**src/rtl/bit_serializer.sv**
```systemverilog
// -----------------------------------------------------------------------------
// bit_serializer
// Converts WIDTH-bit parallel words into a registered serial bit stream on X.
// A shift register holds the word currently on the wire. A single holding
// register takes the next word, so back-to-back words stream with no gap cycle.
//
// Parameters
//   WIDTH     : parallel word width (2..32)
//   MSB_FIRST : 1 = bit WIDTH-1 is sent first, 0 = bit 0 is sent first
//   IDLE_BIT  : value on X while no word is shifting
//
// Ports
//   clk        in   clock, all state updates on the rising edge
//   reset      in   synchronous active-high reset
//   data_in    in   parallel word to serialize
//   data_valid in   data_in is valid this cycle
//   data_ready out  block accepts data_in at this edge
//   X          out  registered serial bit
//   x_valid    out  X carries a data bit this cycle
//   word_done  out  last bit of a word is on X
//   bit_cnt    out  shift-order index of the bit currently on X
// -----------------------------------------------------------------------------
module bit_serializer #(
  parameter int WIDTH     = 8,
  parameter bit MSB_FIRST = 1'b1,
  parameter bit IDLE_BIT  = 1'b0
) (
  input  logic                     clk,
  input  logic                     reset,
  input  logic [WIDTH-1:0]         data_in,
  input  logic                     data_valid,
  output logic                     data_ready,
  output logic                     X,
  output logic                     x_valid,
  output logic                     word_done,
  output logic [$clog2(WIDTH)-1:0] bit_cnt
);

  localparam int CW = $clog2(WIDTH);
  localparam logic [CW-1:0] LAST_IDX = CW'(WIDTH - 1);

  typedef enum logic {
    IDLE  = 1'b0,
    SHIFT = 1'b1
  } state_e;

  state_e              state_q, state_d;
  logic [WIDTH-1:0]    shift_q, shift_d;
  logic [WIDTH-1:0]    hold_q, hold_d;
  logic                hold_full_q, hold_full_d;
  logic                x_q, x_d;
  logic                x_valid_q, x_valid_d;
  logic                word_done_q, word_done_d;
  logic [CW-1:0]       cnt_q, cnt_d;

  logic                transfer;
  logic                load_en;
  logic                adv_en;
  logic [WIDTH-1:0]    load_word;

  // Bit that goes on the wire first for a given (remaining) word.
  function automatic logic first_bit(input logic [WIDTH-1:0] w);
    return MSB_FIRST ? w[WIDTH-1] : w[0];
  endfunction

  // Drop the bit just sent so the next one sits at the output end.
  function automatic logic [WIDTH-1:0] advance(input logic [WIDTH-1:0] w);
    return MSB_FIRST ? {w[WIDTH-2:0], 1'b0} : {1'b0, w[WIDTH-1:1]};
  endfunction

  // Ready only when the holding slot is free; never during reset.
  assign data_ready = !hold_full_q && !reset;
  assign transfer   = data_valid && data_ready;

  // Next-state logic: decide between loading a new word, advancing, or idling.
  always_comb begin
    state_d     = state_q;
    shift_d     = shift_q;
    hold_d      = hold_q;
    hold_full_d = hold_full_q;
    x_d         = IDLE_BIT;
    x_valid_d   = 1'b0;
    word_done_d = 1'b0;
    cnt_d       = '0;
    load_en     = 1'b0;
    adv_en      = 1'b0;
    load_word   = data_in;

    case (state_q)
      IDLE: begin
        if (transfer) begin
          load_en = 1'b1;
        end else begin
          load_en = 1'b0;
        end
      end
      SHIFT: begin
        if (cnt_q != LAST_IDX) begin
          adv_en = 1'b1;
          // data_ready implies the holding slot is empty here
          if (transfer) begin
            hold_d      = data_in;
            hold_full_d = 1'b1;
          end else begin
            hold_d = hold_q;
          end
        end else if (hold_full_q) begin
          // Word ends: the held word takes over without a gap cycle
          load_en     = 1'b1;
          load_word   = hold_q;
          hold_full_d = 1'b0;
        end else if (transfer) begin
          // Word ends with hold empty: incoming word bypasses the hold slot
          load_en = 1'b1;
        end else begin
          state_d = IDLE;
        end
      end
      default: begin
        state_d     = IDLE;
        hold_full_d = 1'b0;
      end
    endcase

    if (load_en) begin
      state_d   = SHIFT;
      shift_d   = load_word;
      x_d       = first_bit(load_word);
      x_valid_d = 1'b1;
      cnt_d     = '0;
    end else if (adv_en) begin
      shift_d     = advance(shift_q);
      x_d         = first_bit(advance(shift_q));
      x_valid_d   = 1'b1;
      cnt_d       = cnt_q + CW'(1);
      word_done_d = ((cnt_q + CW'(1)) == LAST_IDX);
    end else begin
      x_d       = IDLE_BIT;
      x_valid_d = 1'b0;
    end
  end

  // State and output registers with synchronous reset.
  always_ff @(posedge clk) begin
    if (reset) begin
      state_q     <= IDLE;
      shift_q     <= '0;
      hold_q      <= '0;
      hold_full_q <= 1'b0;
      x_q         <= IDLE_BIT;
      x_valid_q   <= 1'b0;
      word_done_q <= 1'b0;
      cnt_q       <= '0;
    end else begin
      state_q     <= state_d;
      shift_q     <= shift_d;
      hold_q      <= hold_d;
      hold_full_q <= hold_full_d;
      x_q         <= x_d;
      x_valid_q   <= x_valid_d;
      word_done_q <= word_done_d;
      cnt_q       <= cnt_d;
    end
  end

  assign X         = x_q;
  assign x_valid   = x_valid_q;
  assign word_done = word_done_q;
  assign bit_cnt   = cnt_q;

endmodule

```
**config.mk**
```make
export PLATFORM = sky130hd
export DESIGN_NAME = bit_serializer
export DESIGN_NICKNAME = d
export VERILOG_FILES = /design/src/rtl/bit_serializer.sv
export SDC_FILE = /design/constraint.sdc
export NUM_CORES = 1
export LEC_CHECK = 0
export ABC_AREA = 1
export CAP_MARGIN = 30
export CORE_ASPECT_RATIO = 0.8
export CORE_MARGIN = 2
export CORE_UTILIZATION = 52
export CTS_CLUSTER_DIAMETER = 120
export DETAILED_ROUTE_END_ITERATION = 6
export GPL_TIMING_DRIVEN = 1
export PLACE_DENSITY = 0.77
export SYNTH_ARGS = -nofsm -noshare
export SYNTH_HDL_FRONTEND = slang
export SYNTH_SLANG_ARGS = --single-unit
```
**constraint.sdc**
```tcl
create_clock -name clk -period 2.05 [get_ports clk]
set_input_delay 0.615 -clock clk [delete_from_list [all_inputs] [get_ports clk]]
set_output_delay 0.615 -clock clk [all_outputs]
set_load 0.03 [all_outputs]
```
==> summary.md <==
| Metric | Value |
|---|---|
| CP required | between 1000 and 1500 ps |
| Total CTS buffers | 3 |
| Mapped Cells | about 150 |
| Vias | 1018 |
| Core Rows | 15 |
| Highest Signal Layer | met4 |
| Ys Warns | 0 |
| # nets final | 180 |
| CTS tree | done |
| Initial antenna violation count | 0 |
| Final setup vio count | 0 |
| Syn nets | between 150 and 200 |
| Worst R2R Start | bit_cnt[0] |
| Max cap viols | 0 |
| Post-synth EDFFs | 0 |
| Die area | 0.002624 mm2 |
| Post-synthesis sequential area ratio | 0.3974 |
| DP HPWL | 1749 um |
| Tmin final | 1987 ps |
| Max incr delay on CP | roughly 680 ps |
| Hold Crit Start | bit_cnt[0] |
| PwrDens | between 600 and 700 mW/mm2 |
| WHS Endpoint | bit_cnt[0] |
| Setup TNS | 0 ps |
| Total gr overflow | 0 |
| Endpoints failing hold | 0 |
| Crit path buf inv count | 1 |
| Yosys cell types | 23 |
| Clock sink count | 23 |
| CP Max Fanout | 3 |
| CTS Buffer Depth | 2 |
| Commonest register cell after synthesis | dfxtp_1 |
| Delay-heaviest family, CP | buffers and inverters |
| Hold Path Class | reg2reg |
| Worst clock skew | between 10 and 15 ps |
| Synth async-reset ratio | 0 |
| DRT met1 WL | roughly 1100 um |
| Area Growth Syn to Fin | 15.55% |
| Worst skew pair latency | between 300 and 400 ps |
| Cts-stage hold buffer count | 0 |
| Die span in x | about 57 um |
| CTS H-Tree Depth | 1 |
| Dpl ws | around 76 ps |
| # DRC | 0 |
| GR Util All Layers | 0.1963 |
| RSZ-0062 raised after global routing | no |
| Crit-path cells | clkdlybuf4s50_1 |
| Core Box Area | around 0.0021 mm2 |
| Buffers on Ports | 17 |
| Share of cells above drive strength 1 | 0.1273 |
| Routed wl met3 | around 85 um |
| WL/cell | 12.21 um |
| Worst reg2reg path depth | 6 |
| Post-Route WL | between 2000 and 2500 um |
| Finished Core Util | 0.6257 |
| Fin crit share | 0.9695 |
| First-pass GRT wire length | between 3000 and 4000 um |
| Antenna viol nets, final | 0 |
| Achievable Freq | ~0.5 GHz |
| Initial core utilization | 0.5415 |
| Critical path class | reg2out |
| Final WS setup | 62.54 ps |
| Hold Path Stages | 1 |
| Max-slew headroom | 0.6726 |
| Drt initial violations | 23 |
| Largest net degree at the start of global routing | 20 |
| Critical-path top delay cell | clkdlybuf4s50_1 |
| Met2 wire length | between 1000 and 1500 um |
| Crit path DAT | approximately 1400 ps |
| Synth Register Bits | 23 |
| Routability cong. | about 0.8 |
| Leakage power | 0.6342 nW |
| CTS root buf | clkbuf_4 |
| CP Capture Type | output port |
| # IOs | 18 |
| Antenna cells | 0 |
| R2r endpoint | shift_q[5] |
| Vias per cell | about 5.4 |
| Slew @ Worst Pin | 490.5 ps |
| Synthesized area | about 0.0012 mm2 |
| Vias in the first global route | about 880 |
| Pins Over Slew Limit | 0 |
| Reg clk slew, reported paths | between 100 and 150 ps |
| Status | complete, no violations |
| Crit start category | flop |
| Max VDD drop | a little over 0.5 mV |
| R2r setup slk | 270 ps |
| DRT Pass-1 Iters | 4 |
| Syn avg cell area | around 7.9 um2 |
| Die Y | about 46 um |
power by group:
group	switching [mW]	internal, mW	total [mW]
Combinational	0.0788	0.0595	0.138
Sequential	0.0185	0.468	0.487
Clock	0.141	0.0731	0.214
flip-flops by register name (all words and copies together) (netlist names):
name,cells
hold_q,8
shift_q,7
bit_cnt,3
X,1
hold_full_q,1
state_q,1
word_done,1
x_valid,1
cell usage in the layout (no fill, tap or decap):
master           Yosys  layout
a21oi_1              1       1
a21oi_2              1       1
a221oi_1             1       1
buf_4                0       4
clkbuf_4             0       3
clkdlybuf4s50_1      0      15
clkinv_2             0       1
dfxtp_1             23      23
dlymetal6s2s_1       0       1
ha_1                 3       3
inv_1               13      13
inv_2                3       3
inv_4                1       1
nand2_1             34      34
nand2_2              1       1
nand2_4              2       2
nand2_8              1       1
nand3_1              7       7
nand3_4              2       2
nand4_1             12      12
nor2_1              20      20
nor2_4               1       1
nor2_8               1       1
o211ai_1             1       1
o21ai_0              9       9
o21ai_1              4       4
how the worst max path moves through the flow:
stage	start	to	slack [ps]	depth (start not counted)
6_report	bit_cnt[1]	bit_cnt[1]	60	1
5_1_grt	bit_cnt[1]	bit_cnt[1]	20	1
4_1_cts	bit_cnt[0]	bit_cnt[0]	6	1
3_5_place_dp	reset	data_ready	80	3
3_3_place_gp	reset	data_ready	90	3
2_1_floorplan	bit_cnt[0]	shift_q[0]	380	11
cell families after synthesis:
kind of cell               share of synthesized area
AOI/OAI and AO/OA                            0.08207
adders and majority gates                    0.03240
DFF                                           0.3974
buffers and inverters                         0.1188
and+or+nand+nor                               0.3693
layer usage:
layer / GRT usage / vias to the layer above
met5: 0 / -
met4: 0.04186 / 0
met3: 0.05899 / 5
met2: 0.3628 / 25
met1: 0.2308 / 474
li1: - / 514
Yosys cell counts, types with 2 or more instances:
cell     instances  area [um2]
nand2_1         34       127.6
dfxtp_1         23       460.4
nor2_1          20       75.07
inv_1           13       48.80
nand4_1         12       75.07
o21ai_0          9       45.04
nand3_1          7       35.03
buf_6            5       56.30
o21ai_1          4       20.02
ha_1             3       37.54
inv_2            3       11.26
nand2_4          2       22.52
nand3_4          2       35.03
stage by stage:
step | instances | area (um2) | hold slack, ps | total power [mW]
global route | 190 | 1339 | 514.3 | 0.8769
finish | 190 | 1339 | 478.7 | 0.8384
CTS | 190 | 1336 | 482.5 | 0.8434
floorplan | 147 | 1159 | 437.8 | 0.5898
global placement | 186 | 1309 | 445.9 | 0.6299
detailed placement | 186 | 1309 | 461.2 | 0.6346
cell type report:
cell class / instances / area, um2
Fill cell: 197 / 800.8
Multi-Input combinational cell: 101 / 560.5
Sequential cell: 23 / 460.4
Timing Repair Buffer: 20 / 192.7
Inverter: 17 / 66.31
Tap cell: 25 / 31.28
Clock buffer: 3 / 22.52
Clock inverter: 1 / 5.005
what timing repair did:
action                                  CTS  global route
endpoints found under the setup margin    0             1
buffers inserted                          0             0
gates resized for setup                   0             1
(Power assumes the default switching activity.)
